[src/rtl/sqrt_pkg.sv]
// sqrt_pkg: shared types and helpers for the square-root arbiter slice.
//   state_t        - arbiter FSM states
//   SQRT_N_DEFAULT - default operand width
//   rr_pick()      - round-robin search: first set bit at or after ptr, wrapping at m
package sqrt_pkg;

    localparam int SQRT_N_DEFAULT = 16;

    // Widest requester vector rr_pick() can search; callers zero-extend into it.
    localparam int RR_MAX = 32;

    typedef enum logic [1:0] {
        IDLE = 2'd0,
        RUN  = 2'd1,
        RESP = 2'd2
    } state_t;

    // Returns the index of the first set bit of valid[m-1:0] found by scanning
    // ptr, ptr+1, ... with wrap at m; -1 when nothing is set. The scan walks
    // offsets from high to low so the smallest offset overwrites last and wins.
    function automatic int rr_pick(input logic [RR_MAX-1:0] valid,
                                   input int ptr,
                                   input int m);
        int idx;
        rr_pick = -1;
        for (int i = RR_MAX - 1; i >= 0; i--) begin
            if (i < m) begin
                idx = ptr + i;
                if (idx >= m)
                    idx = idx - m;
                if (valid[idx])
                    rr_pick = idx;
            end
        end
    endfunction

endpackage

[src/rtl/sqrt_iter.sv]
// sqrt_iter: non-restoring integer square root, one root bit per clock.
//   Clock, reset_n : clock / async active-low reset
//   start          : load num and begin; N/2 iteration cycles follow
//   num[N-1:0]     : operand, sampled on the start edge
//   root[N/2-1:0]  : floor(sqrt(num)), valid while done is high
//   rem[N/2:0]     : num - root^2 (corrected, non-negative), valid with done
//   done           : one-cycle strobe during the final iteration cycle
// root/rem are the combinational result of the final iteration so the owner
// can latch them on the same edge that retires the last bit.
module sqrt_iter
    import sqrt_pkg::*;
#(
    parameter int N = SQRT_N_DEFAULT
) (
    input  logic           Clock,
    input  logic           reset_n,
    input  logic           start,
    input  logic [N-1:0]   num,
    output logic [N/2-1:0] root,
    output logic [N/2:0]   rem,
    output logic           done
);

    localparam int H  = N / 2;
    localparam int RW = H + 2;                    // partial remainder, two's complement
    localparam int CW = (H > 1) ? $clog2(H) : 1;

    logic [N-1:0]  num_sh;     // operand bit pairs, consumed MSB-first
    logic [RW-1:0] r;
    logic [H-1:0]  q;
    logic [CW-1:0] cnt;
    logic          running;

    logic [RW-1:0] r_sh;
    logic [RW-1:0] r_nx;
    logic [RW-1:0] r_fix;
    logic [H-1:0]  q_nx;

    always_comb begin
        r_sh = {r[RW-3:0], num_sh[N-1:N-2]};
        // Sign of the running remainder picks subtract (try 4q+1) or
        // add back (4q+3) instead of restoring.
        if (!r[RW-1])
            r_nx = r_sh - {q, 2'b01};
        else
            r_nx = r_sh + {q, 2'b11};
        q_nx = {q[H-2:0], ~r_nx[RW-1]};
        // A negative final remainder needs one add of 2q+1 to become exact.
        if (r_nx[RW-1])
            r_fix = r_nx + RW'({q_nx, 1'b1});
        else
            r_fix = r_nx;
        root = q_nx;
        rem  = r_fix[H:0];
        done = running && (cnt == CW'(H - 1));
    end

    always_ff @(posedge Clock or negedge reset_n) begin
        if (!reset_n) begin
            num_sh  <= '0;
            r       <= '0;
            q       <= '0;
            cnt     <= '0;
            running <= 1'b0;
        end else if (start) begin
            num_sh  <= num;
            r       <= '0;
            q       <= '0;
            cnt     <= '0;
            running <= 1'b1;
        end else if (running) begin
            r      <= r_nx;
            q      <= q_nx;
            num_sh <= {num_sh[N-3:0], 2'b00};
            if (done) begin
                running <= 1'b0;
                cnt     <= '0;
            end else begin
                cnt <= cnt + 1'b1;
            end
        end
    end

endmodule

[src/rtl/sqrt_arbiter.sv]
// sqrt_arbiter: round-robin front end sharing one sqrt_iter among M clients.
//   Clock, reset_n        : clock / async active-low reset
//   req_valid[M-1:0]      : per-requester valid
//   req_data[M*N-1:0]     : operands, requester k at [k*N +: N]
//   req_ready[M-1:0]      : one-hot accept strobe for the IDLE winner
//   rsp_valid / rsp_ready : response handshake
//   rsp_id, rsp_root, rsp_rem : owner ID, floor(sqrt), operand - root^2
//   busy                  : high while RUN or RESP
module sqrt_arbiter
    import sqrt_pkg::*;
#(
    parameter int N   = SQRT_N_DEFAULT,
    parameter int M   = 4,
    parameter int IDW = $clog2(M)
) (
    input  logic             Clock,
    input  logic             reset_n,
    input  logic [M-1:0]     req_valid,
    input  logic [M*N-1:0]   req_data,
    output logic [M-1:0]     req_ready,
    output logic             rsp_valid,
    input  logic             rsp_ready,
    output logic [IDW-1:0]   rsp_id,
    output logic [N/2-1:0]   rsp_root,
    output logic [N/2:0]     rsp_rem,
    output logic             busy
);

    state_t           state;
    logic [IDW-1:0]   last_grant;
    logic [IDW-1:0]   cur_id;

    logic [RR_MAX-1:0] valid_ext;
    int               ptr;
    int               win;
    logic [IDW-1:0]   win_id;
    logic             accept;
    logic [N-1:0]     core_num;
    logic [N/2-1:0]   core_root;
    logic [N/2:0]     core_rem;
    logic             core_done;

    always_comb begin
        valid_ext          = '0;
        valid_ext[M-1:0]   = req_valid;
        ptr = (int'(last_grant) == M - 1) ? 0 : int'(last_grant) + 1;
        win = rr_pick(valid_ext, ptr, M);
        win_id = (win >= 0) ? IDW'(win) : '0;
        // Grant is combinational from valid and pointer; held off during
        // reset so nothing looks accepted while reset_n is low.
        req_ready = '0;
        if (reset_n && state == IDLE && win >= 0)
            req_ready[win_id] = 1'b1;
        accept   = |(req_valid & req_ready);
        core_num = req_data[win_id*N +: N];
    end

    sqrt_iter #(.N(N)) u_iter (
        .Clock   (Clock),
        .reset_n (reset_n),
        .start   (accept),
        .num     (core_num),
        .root    (core_root),
        .rem     (core_rem),
        .done    (core_done)
    );

    always_ff @(posedge Clock or negedge reset_n) begin
        if (!reset_n) begin
            state      <= IDLE;
            last_grant <= IDW'(M - 1);
            cur_id     <= '0;
            rsp_valid  <= 1'b0;
            rsp_id     <= '0;
            rsp_root   <= '0;
            rsp_rem    <= '0;
            busy       <= 1'b0;
        end else begin
            case (state)
                IDLE: begin
                    if (accept) begin
                        last_grant <= win_id;
                        cur_id     <= win_id;
                        busy       <= 1'b1;
                        state      <= RUN;
                    end
                end
                RUN: begin
                    if (core_done) begin
                        rsp_id    <= cur_id;
                        rsp_root  <= core_root;
                        rsp_rem   <= core_rem;
                        rsp_valid <= 1'b1;
                        state     <= RESP;
                    end
                end
                RESP: begin
                    // Return to IDLE only; the next accept waits a cycle.
                    if (rsp_ready) begin
                        rsp_valid <= 1'b0;
                        busy      <= 1'b0;
                        state     <= IDLE;
                    end
                end
                default: state <= IDLE;
            endcase
        end
    end

endmodule
[config.mk]
export PLATFORM = sky130hd
export DESIGN_NAME = sqrt_arbiter
export DESIGN_NICKNAME = d
export VERILOG_FILES = /design/src/rtl/sqrt_pkg.sv /design/src/rtl/sqrt_iter.sv /design/src/rtl/sqrt_arbiter.sv
export SDC_FILE = /design/constraint.sdc
export NUM_CORES = 1
export LEC_CHECK = 0
export CAP_MARGIN = 20
export CORE_MARGIN = 2
export CORE_UTILIZATION = 40
export CTS_CLUSTER_DIAMETER = 60
export DETAILED_ROUTE_END_ITERATION = 6
export GPL_TIMING_DRIVEN = 0
export PLACE_DENSITY = 0.65
export SETUP_SLACK_MARGIN = 0.02
export SLEW_MARGIN = 25
export SYNTH_ARGS = -nofsm -noshare
export SYNTH_HDL_FRONTEND = slang
export SYNTH_SLANG_ARGS = --single-unit
[constraint.sdc]
create_clock -name Clock -period 4.1 [get_ports Clock]
set_clock_uncertainty 0.15 [all_clocks]
set_input_delay 0.82 -clock Clock [delete_from_list [all_inputs] [get_ports Clock]]
set_output_delay 0.82 -clock Clock [all_outputs]
set_load 0.03 [all_outputs]
==> impl_results.md, run 1 <==
* Routed Antenna Nets at 0
* Post-synth EDFFs at 0
* Initial antenna violation count at 0
* Tmin final at just over 4000 ps
* Via/cell ratio at 5.31
* Reg2reg setup slack at around 240 ps
* CP endpoint kind: primary output
* Worst-margin pin slew at around 780 ps
* Site row count at 38
* Final Hold Vio Count at 0
* Layout cells sized above 1 at 16.6%
* Final number of setup-violating endpoints at 0
* First-pass GRT wire length at roughly 20000 µm
* Final setup TNS at 0 ps
* WL final at between 10000 and 15000 µm
* Vias at 4133
* Synthesized instance count at ~500
* CTS sink count at between 60 and 70
* Worst flop-to-flop path startpoint: u_iter.r[9]
* Ant. Diodes at 0
* Core Footprint at 0.0109 mm²
* Final GP Congestion at 0.852
* Ys flop type: dfrtp_1
* DRC viols at 0
* Placed insts at 740
* Period utilization at 98.5%
* Starting density of the core at about two fifths
* First-pass DRT Iterations at 5
* Largest net degree at the start of global routing at 56
* Clock-pin slew on the worst setup and hold paths at 60 ps
* Sequential share of the synthesized area at 35.5%
* PortBufs at 95
* Cell Area, Synth at 0.00452 mm²
* H-tree depth reported by CTS at 3
* Setup Crit Path Kind: reg -> out
* Top cell type's share of synthesized area at approximately a third
* Crit path launch type: flip-flop
* Post-CTS Hold Buffers at 0
* Worst Hold Class: in -> async
* Met1 Resource Use GR at about a quarter
* Fmax at about 0.25 GHz
* Die W at about 110 µm
* RSZ-0062 raised after global routing: yes
* Maxcap violations at 0
* Gr usage total at between 20 and 25%
* Clock buffer count from CTS at 9
* GRT overflow at 0
* Wire per inst at about 15 µm
* Busiest grt layer: met2
* Worst reg2reg endpoint: rsp_rem[8]
* Initial DRC count at roughly 200
* CTS tree: done
* Max-slew violations at 0
* Rel. slew slack at between 40% and 50%
* Final HPWL DP at approximately 9000 µm
* Count of cell types in the netlist at 57
* CP Data Arrival Time at just over 3000 ps
* Syn nets at roughly 600
* P&R area growth vs syn at 39.0%
* Num ports at 96
* Full die area at roughly 0.012 mm²
* Avg Inst Size Synth at roughly 9 µm²
* Synth area leaders: dfrtp_1 34%, mux2i_1 10%, ha_1 6.4%
* Chip height at between 100 and 150 µm
* Asr flop ratio synth at 100%
* Nets at between 700 and 800
* Post-Layout Cell Count at 779
* CP required at 3130 ps
* Crit Path Max Fanout at 10
* Met3 usage in global routing at roughly 4.2%
* Reg2Reg Depth at 17
* Fill cell count at roughly 1000
* Largest area contributor in the synthesized netlist: dfrtp_1
* Clk root buf: clkbuf_16
* Synthesis-stage register bit count at 64
* Vias in the first global route at just over 4000
* Grt met2 use at approximately 36%
* Status: complete, no violations
* Worst skew pair latency at ~330 ps
* CTS max path bufs at 2
* Ys Warns at 0
## critical path, stage by stage (launching register included)
cell and delay [ps]:
dfstp_2 560, buf_6 120, inv_2 50, ha_4 230, buf_6 140, nor2b_1 160
o21ai_1 200, nand4_1 190, buf_4 190, o31ai_4 250, nor3b_4 240, buf_6 130
nand2_2 80, inv_2 70, buf_6 120
## stage by stage
stage	instance area [µm²]	hold WS [ps]	utilization, %	setup WS (ps)
floorplan	4520	289	-	194
global placement	5650	308	51.7	-2350
detailed placement	5680	318	52.0	-1070
CTS	6140	175	56.1	26.4
global route	6290	183	57.5	-79.8
finish	6290	182	57.5	61.6
## synth_stat cells, types with 10 or more instances
cell      count
a21oi_1      29
mux2_2       10
o211ai_1     23
ha_1         23
dfrtp_1      62
xnor2_1      21
o21ai_0      26
mux2i_1      45
nand2b_1     12
clkbuf_1     11
nor2_1       40
nand2_1      57
inv_1        28
## how the worst max path moves through the flow
| stage | start | end | slack, ps | cells past startpoint |
|---|---|---|---|---|
| global placement | reset_n | req_ready[0] | -2350 | 6 |
| detailed placement | req_valid[3] | req_ready[2] | -1070 | 10 |
| global route | last_grant[0] | req_ready[2] | -80 | 14 |
| finish | last_grant[0] | req_ready[2] | 60 | 14 |
| CTS | u_iter.r[9] | rsp_rem[8] | 30 | 16 |
| floorplan | last_grant[0] | req_ready[1] | 190 | 11 |
## flip-flops by register name, summed over array words and instances, names as in the netlist, 3 cells and up
register and count:
u_iter.num_sh 16, rsp_rem 9, rsp_root 8, u_iter.r 9, u_iter.cnt 3, u_iter.q 8
## logic make-up after synthesis
family | synth area share (%)
AO/OA/AOI/OAI | 17.3
AND/OR/NAND/NOR | 17.1
flip-flops | 35.5
XOR/XNOR | 4.65
buffers and inverters | 5.75
multiplexers | 12.9
adder cells (fa/ha/maj) | 6.81
## what timing repair did
| action | CTS | global route |
|---|---|---|
| hold endpoints to repair | 0 | 0 |
| setup buffers | 11 | 12 |
| resized for setup | 44 | 22 |
| pin swaps | 5 | 7 |
| cloned | 0 | 0 |
| endpoints found under the setup margin | 6 | 8 |
## placed cells by master, fill, tap and decap left out, types with 3 or more instances in the layout
cell type         n
clkbuf_16         9
o21ai_0          24
dfrtp_1          62
mux2_2           10
a22oi_1           8
or3_1             5
mux2i_1          45
clkbuf_1         11
o211ai_1         23
nand3_1           7
ha_1             20
o21a_1            8
buf_6             9
buf_4            29
nor2b_1           8
nor2_1           39
xor2_1            3
nand3b_1          5
inv_2             3
ha_4              3
nand2b_1         12
nand2_1          56
clkdlybuf4s50_1  88
buf_2             3
nor3_1            5
inv_1            25
a31oi_1           6
xnor2_1          19
a21oi_2           3
a21oi_1          27
## cell type report
| cell class | instances | area (µm²) | share of cell area (%) |
|---|---|---|---|
| well taps | 140 | 175 | 2.79 |
| clock buffers | 10 | 239 | 3.80 |
| clock inverters | 6 | 43.8 | 0.696 |
| inverters | 30 | 113 | 1.79 |
| multi-input cells | 384 | 2800 | 44.5 |
| repair buffers | 120 | 1150 | 18.3 |
| plain buffers | 25 | 160 | 2.55 |
| flip-flops and latches | 64 | 1600 | 25.5 |
## per-layer routing
| layer | routed length [µm] | vias to the layer above | share of wire, % |
|---|---|---|---|
| met1 | 5360 | 1999 | 45 |
| met3 | 492 | 13 | 4.1 |
| met2 | 5940 | 85 | 50 |
| met4 | 124 | 0 | 1.0 |
| met5 | 0 | - | 0 |
| li1 | - | 2036 | - |
Power of run 1 is not shown: default switching activity piles up to over one toggle a cycle in this logic, so the estimate is an artifact.
==> run 2, diff against run 1 <==
Settings changed: CELL_PAD_IN_SITES_DETAIL_PLACEMENT from default to 1, CELL_PAD_IN_SITES_GLOBAL_PLACEMENT from default to 1, CORE_UTILIZATION 40 to 39, PLACE_DENSITY 0.65 to default, PLACE_DENSITY_LB_ADDON from default to 0.1, TNS_END_PERCENT from default to 10.
==> impl_results.md, run 2 (synthesis gave the netlist of run 1 again) <==
* CTS max path bufs at 2 (unchanged)
* Rel. slew slack at 47.5% (-0.24 points)
* Die W at 112 µm (+1.2%)
* Final HPWL DP at 10200 µm (+14%)
* Chip height at 112 µm (+1.2%)
* Worst Hold Class: in -> async
* Initial DRC count at 112 (-43%)
* PortBufs at 95 (unchanged)
* Core Footprint at 0.0114 mm² (+4.0%)
* Initial antenna violation count at 0 (unchanged)
* DP Area at 0.00568 mm² (about the same)
* Starting density of the core at 39.8% (-1.6 points)
* CP Data Arrival Time at 3120 ps (+50 ps)
* Vias at 4270 (+3.3%)
* Site row count at 39 (+2.6%)
* Final setup TNS at 0 ps (unchanged)
* First-pass GRT wire length at 22300 µm (+13%)
* Layout cells sized above 1 at 17.8% (+1.2 points)
* Clk root buf: clkbuf_16
* CTS sink count at 64 (unchanged)
* Num ports at 96 (unchanged)
* Max-slew violations at 0 (unchanged)
* Clock buffer count from CTS at 9 (unchanged)
* Design area at 0.00641 mm² (+1.9%)
* Maxcap violations at 0 (unchanged)
* RSZ-0062 raised after global routing: yes
* Crit Path Max Fanout at 6 (-4)
* Fill cell count at 1309 (+30%)
* Commonest non-fill, non-tap cell in the layout: clkdlybuf4s50_1
* Ant. Diodes at 0 (unchanged)
* CP endpoint kind: primary output
* Setup Crit Path Kind: in -> out
* Via/cell ratio at 5.42 (+2.1%)
* Tmin final at 4090 ps (+48.0 ps)
* Final GP Congestion at 0.826 (-3.0%)
* Clock-pin slew on the worst setup and hold paths at 60 ps (about the same)
* Most frequent cells in the layout: 89 x clkdlybuf4s50_1, 62 x dfrtp_1, 55 x nand2_1, 45 x mux2i_1, 40 x nor2_1
* Largest Register: u_iter.num_sh
* Status: complete, no violations
* Worst-margin pin slew at 788 ps (+3.64 ps)
* DRC viols at 0 (unchanged)
* P&R area growth vs syn at 41.7%
* Period utilization at 99.7% (+1.2 points)
* Top Registers: u_iter.num_sh (16), rsp_rem (9), u_iter.r (9)
* Fmax at 0.245 GHz (-1.2%)
* Routed Antenna Nets at 0 (unchanged)
* Nets at 735 (+0.82%)
* Vias in the first global route at 4455 (+7.8%)
* CTS tree: done
* Worst skew pair latency at 330 ps (about the same)
* Full die area at 0.0125 mm² (+2.5%)
* Number of flip-flops in the largest register at 16 (unchanged)
* Wire per inst at 18.2 µm (+19%)
* CP required at 3130 ps (about the same)
* Gr usage total at 22.3% (+1.6 points)
* Crit path launch type: input port
* Final Hold Vio Count at 0 (unchanged)
* GRT overflow at 0 (unchanged)
* First-pass DRT Iterations at 5 (unchanged)
* H-tree depth reported by CTS at 3 (unchanged)
* Largest net degree at the start of global routing at 39 (-30%)
* WL final at 14300 µm (+20%)
* Final number of setup-violating endpoints at 0 (unchanged)
==> run 2: changes by cell type in the layout (fill, tap and decap cells not counted), moves of 2 or more <==
cell and change:
buf_12 +2, clkinv_4 -2, inv_1 -2, o21ai_1 +2, bufinv_16 +2, buf_6 +3, buf_4 +2
==> run 2: repair_timing <==
action,4_1_cts,5_1_grt
resized for setup,48,24
hold buffers,0,0
setup endpoints to repair,9,9
endpoints found under the hold margin,0,0
pin swaps,6,13
setup buffers,9,20
==> run 2: worst max-delay path: stages <==
cell             delay, ps
clkdlybuf4s50_1        560
or3b_2                 480
a21boi_2               210
or2_4                  200
o21a_1                 140
o21a_1                 190
buf_6                  140
and3_1                 210
buf_6                  150
==> run 2: worst paths after layout <==
path | start | endpoint | slack [ps] | depth (start not counted)
setup / recovery | req_valid[1] | req_ready[0] | 10 | 9
hold / removal | reset_n | rsp_rem[6] | 270 | 1
setup reg to reg | u_iter.r[9] | rsp_rem[8] | 140 | 16
hold reg to reg | rsp_root[3] | rsp_root[3] | 320 | 2
max in group asynchronous | reset_n | u_iter.q[2] | 2980 | 2
min in group Clock | rsp_root[3] | rsp_root[3] | 320 | 2
==> run 2: final cells by class <==
cell class                 instances  area, µm²  share of cell area, %
timing repair buffer             126       1200                   18.8
inverter                          30        116                   1.81
sequential                        64       1600                   25.0
tap                              143        179                   2.79
buffer                            25        168                   2.62
clock buffer                      11        243                   3.79
clock inverter                     5       78.8                   1.23
multi-input combinational        384       2820                   44.0
==> run 2: per-layer routing <==
layer | vias up | track usage (%) | routed length [µm]
li1 | 2051 | - | -
met1 | 2106 | 26.7 | 6000
met2 | 97 | 40.2 | 7560
met3 | 16 | 4.68 | 561
met4 | 0 | 6.58 | 230
met5 | - | 0 | 0
==> run 2: stage by stage <==
step	setup slack, ps	hold WS, ps	utilization, %	std cells
after floorplan	194	289	-	503
after global placement	-2670	309	49.7	741
after detailed placement	-1130	317	49.9	743
after CTS	10.8	282	54.2	768
after global routing	-74.5	292	56.4	788
final	13.6	272	56.4	788
Power of run 2 is left out for the same reason.
==> run 3, diff against run 2 <==
Settings changed: PLACE_DENSITY from default to 0.9, PLACE_DENSITY_LB_ADDON 0.1 to default.
==> impl_results.md, run 3 (synthesis gave the netlist of run 1 again) <==
* Clock buffer count from CTS at 9 (unchanged)
* DRC viols at 0 (unchanged)
* Clock-pin slew on the worst setup and hold paths at 60 ps (about the same)
* Gr usage total at 23.6% (+1.3 points)
* Via/cell ratio at 5.67 (+4.6%)
* Max-slew violations at 0 (unchanged)
* Crit Path Max Fanout at 5 (-1)
* Grt met2 use at 43.2% (+3.0 points)
* Tmin final at 4070 ps (-15.3 ps)
* Met1 Resource Use GR at 27.4% (+0.63 points)
* Rel. slew slack at 42.7% (-4.8 points)
* Num ports at 96 (unchanged)
* Routed Antenna Nets at 0 (unchanged)
* Fmax at 0.246 GHz (+0.38%)
* CP endpoint kind: primary output
* CP Data Arrival Time at 3100 ps (-20 ps)
* Post-CTS Hold Buffers at 0 (unchanged)
* Top Registers: u_iter.num_sh (16), rsp_rem (9), u_iter.r (9)
* Die W at 112 µm (unchanged)
* Initial DRC count at 160 (+43%)
* Commonest non-fill, non-tap cell in the layout: clkdlybuf4s50_1
* Full die area at 0.0125 mm² (unchanged)
* P&R area growth vs syn at 41.3%
* First-pass GRT wire length at 23900 µm (+7.0%)
* GRT overflow at 0 (unchanged)
* Design area at 0.00639 mm² (-0.33%)
* Status: complete, no violations
* Core Footprint at 0.0114 mm² (unchanged)
* Number of flip-flops in the largest register at 16 (unchanged)
* Starting density of the core at 39.8% (unchanged)
* Layout cells sized above 1 at 17.8% (-0.028 points)
* Site row count at 39 (unchanged)
* Setup Crit Path Kind: reg -> out
* Busiest grt layer: met2
* Post-Layout Cell Count at 789 (+0.13%)
* First-pass DRT Iterations at 5 (unchanged)
* CTS tree: done
* Final number of setup-violating endpoints at 0 (unchanged)
* Nets at 736 (+0.14%)
* Clk root buf: clkbuf_16
* Final Hold Vio Count at 0 (unchanged)
* Period utilization at 99.3% (-0.37 points)
* Vias at 4471 (+4.7%)
* Final HPWL DP at 10400 µm (+2.6%)
* Initial antenna violation count at 0 (unchanged)
* Largest net degree at the start of global routing at 38 (-2.6%)
* FF/Latch Area at 0.00160 mm² (unchanged)
* Crit path launch type: flip-flop
* PortBufs at 95 (unchanged)
* Final GP Congestion at 0.820 (-0.80%)
* Chip height at 112 µm (unchanged)
* CTS max path bufs at 2 (unchanged)
* WL final at 15700 µm (+9.2%)
* Most frequent cells in the layout: 87 x clkdlybuf4s50_1, 62 x dfrtp_1, 56 x nand2_1, 44 x mux2i_1, 39 x nor2_1
* CP required at 3130 ps (about the same)
* Multi-input logic area at 0.00282 mm² (unchanged)
* Placed insts at 743 (unchanged)
* Worst skew pair latency at 330 ps (about the same)
* Fill cell count at 1314 (+0.38%)
* Largest Register: u_iter.num_sh
* Maxcap violations at 0 (unchanged)
* H-tree depth reported by CTS at 3 (unchanged)
* Wire per inst at 19.9 µm (+9.0%)
* RSZ-0062 raised after global routing: yes
* Met3 usage in global routing at 3.43% (-1.3 points)
* Hold_ws at 272 ps (-0.593 ps)
* DP Area at 0.00568 mm² (unchanged)
* Ant. Diodes at 0 (unchanged)
* CTS sink count at 64 (unchanged)
* Worst-margin pin slew at 848 ps (+60.6 ps)
* Utilization after layout at 56.2% (-0.19 points)
* Vias in the first global route at 4784 (+7.4%)
* Worst Hold Class: in -> async
-- run 3: stage by stage --
stage | worst slack [ps] | setup TNS [ps]
global placement | -2360 | -53410
floorplan | 194 | 0
detailed placement | -1150 | -4310
CTS | -11.1 | -16.9
global route | -66.5 | -206
finish | 29.0 | 0
-- run 3: routing by layer --
| layer | vias to the layer above | share of wire (%) |
|---|---|---|
| li1 | 2051 | - |
| met2 | 167 | 53 |
| met3 | 51 | 4.5 |
| met4 | 0 | 3.8 |
| met1 | 2202 | 38 |
| met5 | - | 0 |
-- run 3: final timing paths --
kind                                     from  slack [ps]  cells after the start       endpoint
worst max-delay path            last_grant[0]          30                     10   req_ready[3]
worst min-delay path                  reset_n         270                      1    rsp_root[0]
worst max register to register    u_iter.r[9]         120                     17     rsp_rem[8]
worst min register to register    rsp_root[7]         330                      2    rsp_root[7]
max in group asynchronous             reset_n        2930                      2  last_grant[1]
min in group Clock                rsp_root[7]         330                      2    rsp_root[7]
-- run 3: worst max-delay path: stages (launching register included) --
cell	delay (ps)
dfstp_2	570
buf_4	130
ha_4	130
or2_1	110
buf_6	130
mux4_2	560
or2_4	270
o21a_1	240
or3_4	420
inv_1	80
buf_6	130
-- run 3: timing repair --
item,4_1_cts,5_1_grt
gates resized for setup,51,26
setup endpoints to repair,8,8
setup buffers,8,22
pin swaps,5,10
-- run 3: final cells by class --
class	instances	share of cell area [%]
repair buffers	127	18.8
well taps	143	2.80
flip-flops and latches	64	25.1
clock inverters	3	0.627
clock buffers	13	4.07
inverters	30	1.76
multi-input cells	384	44.1
plain buffers	25	2.68
Power of run 3 is left out for the same reason.
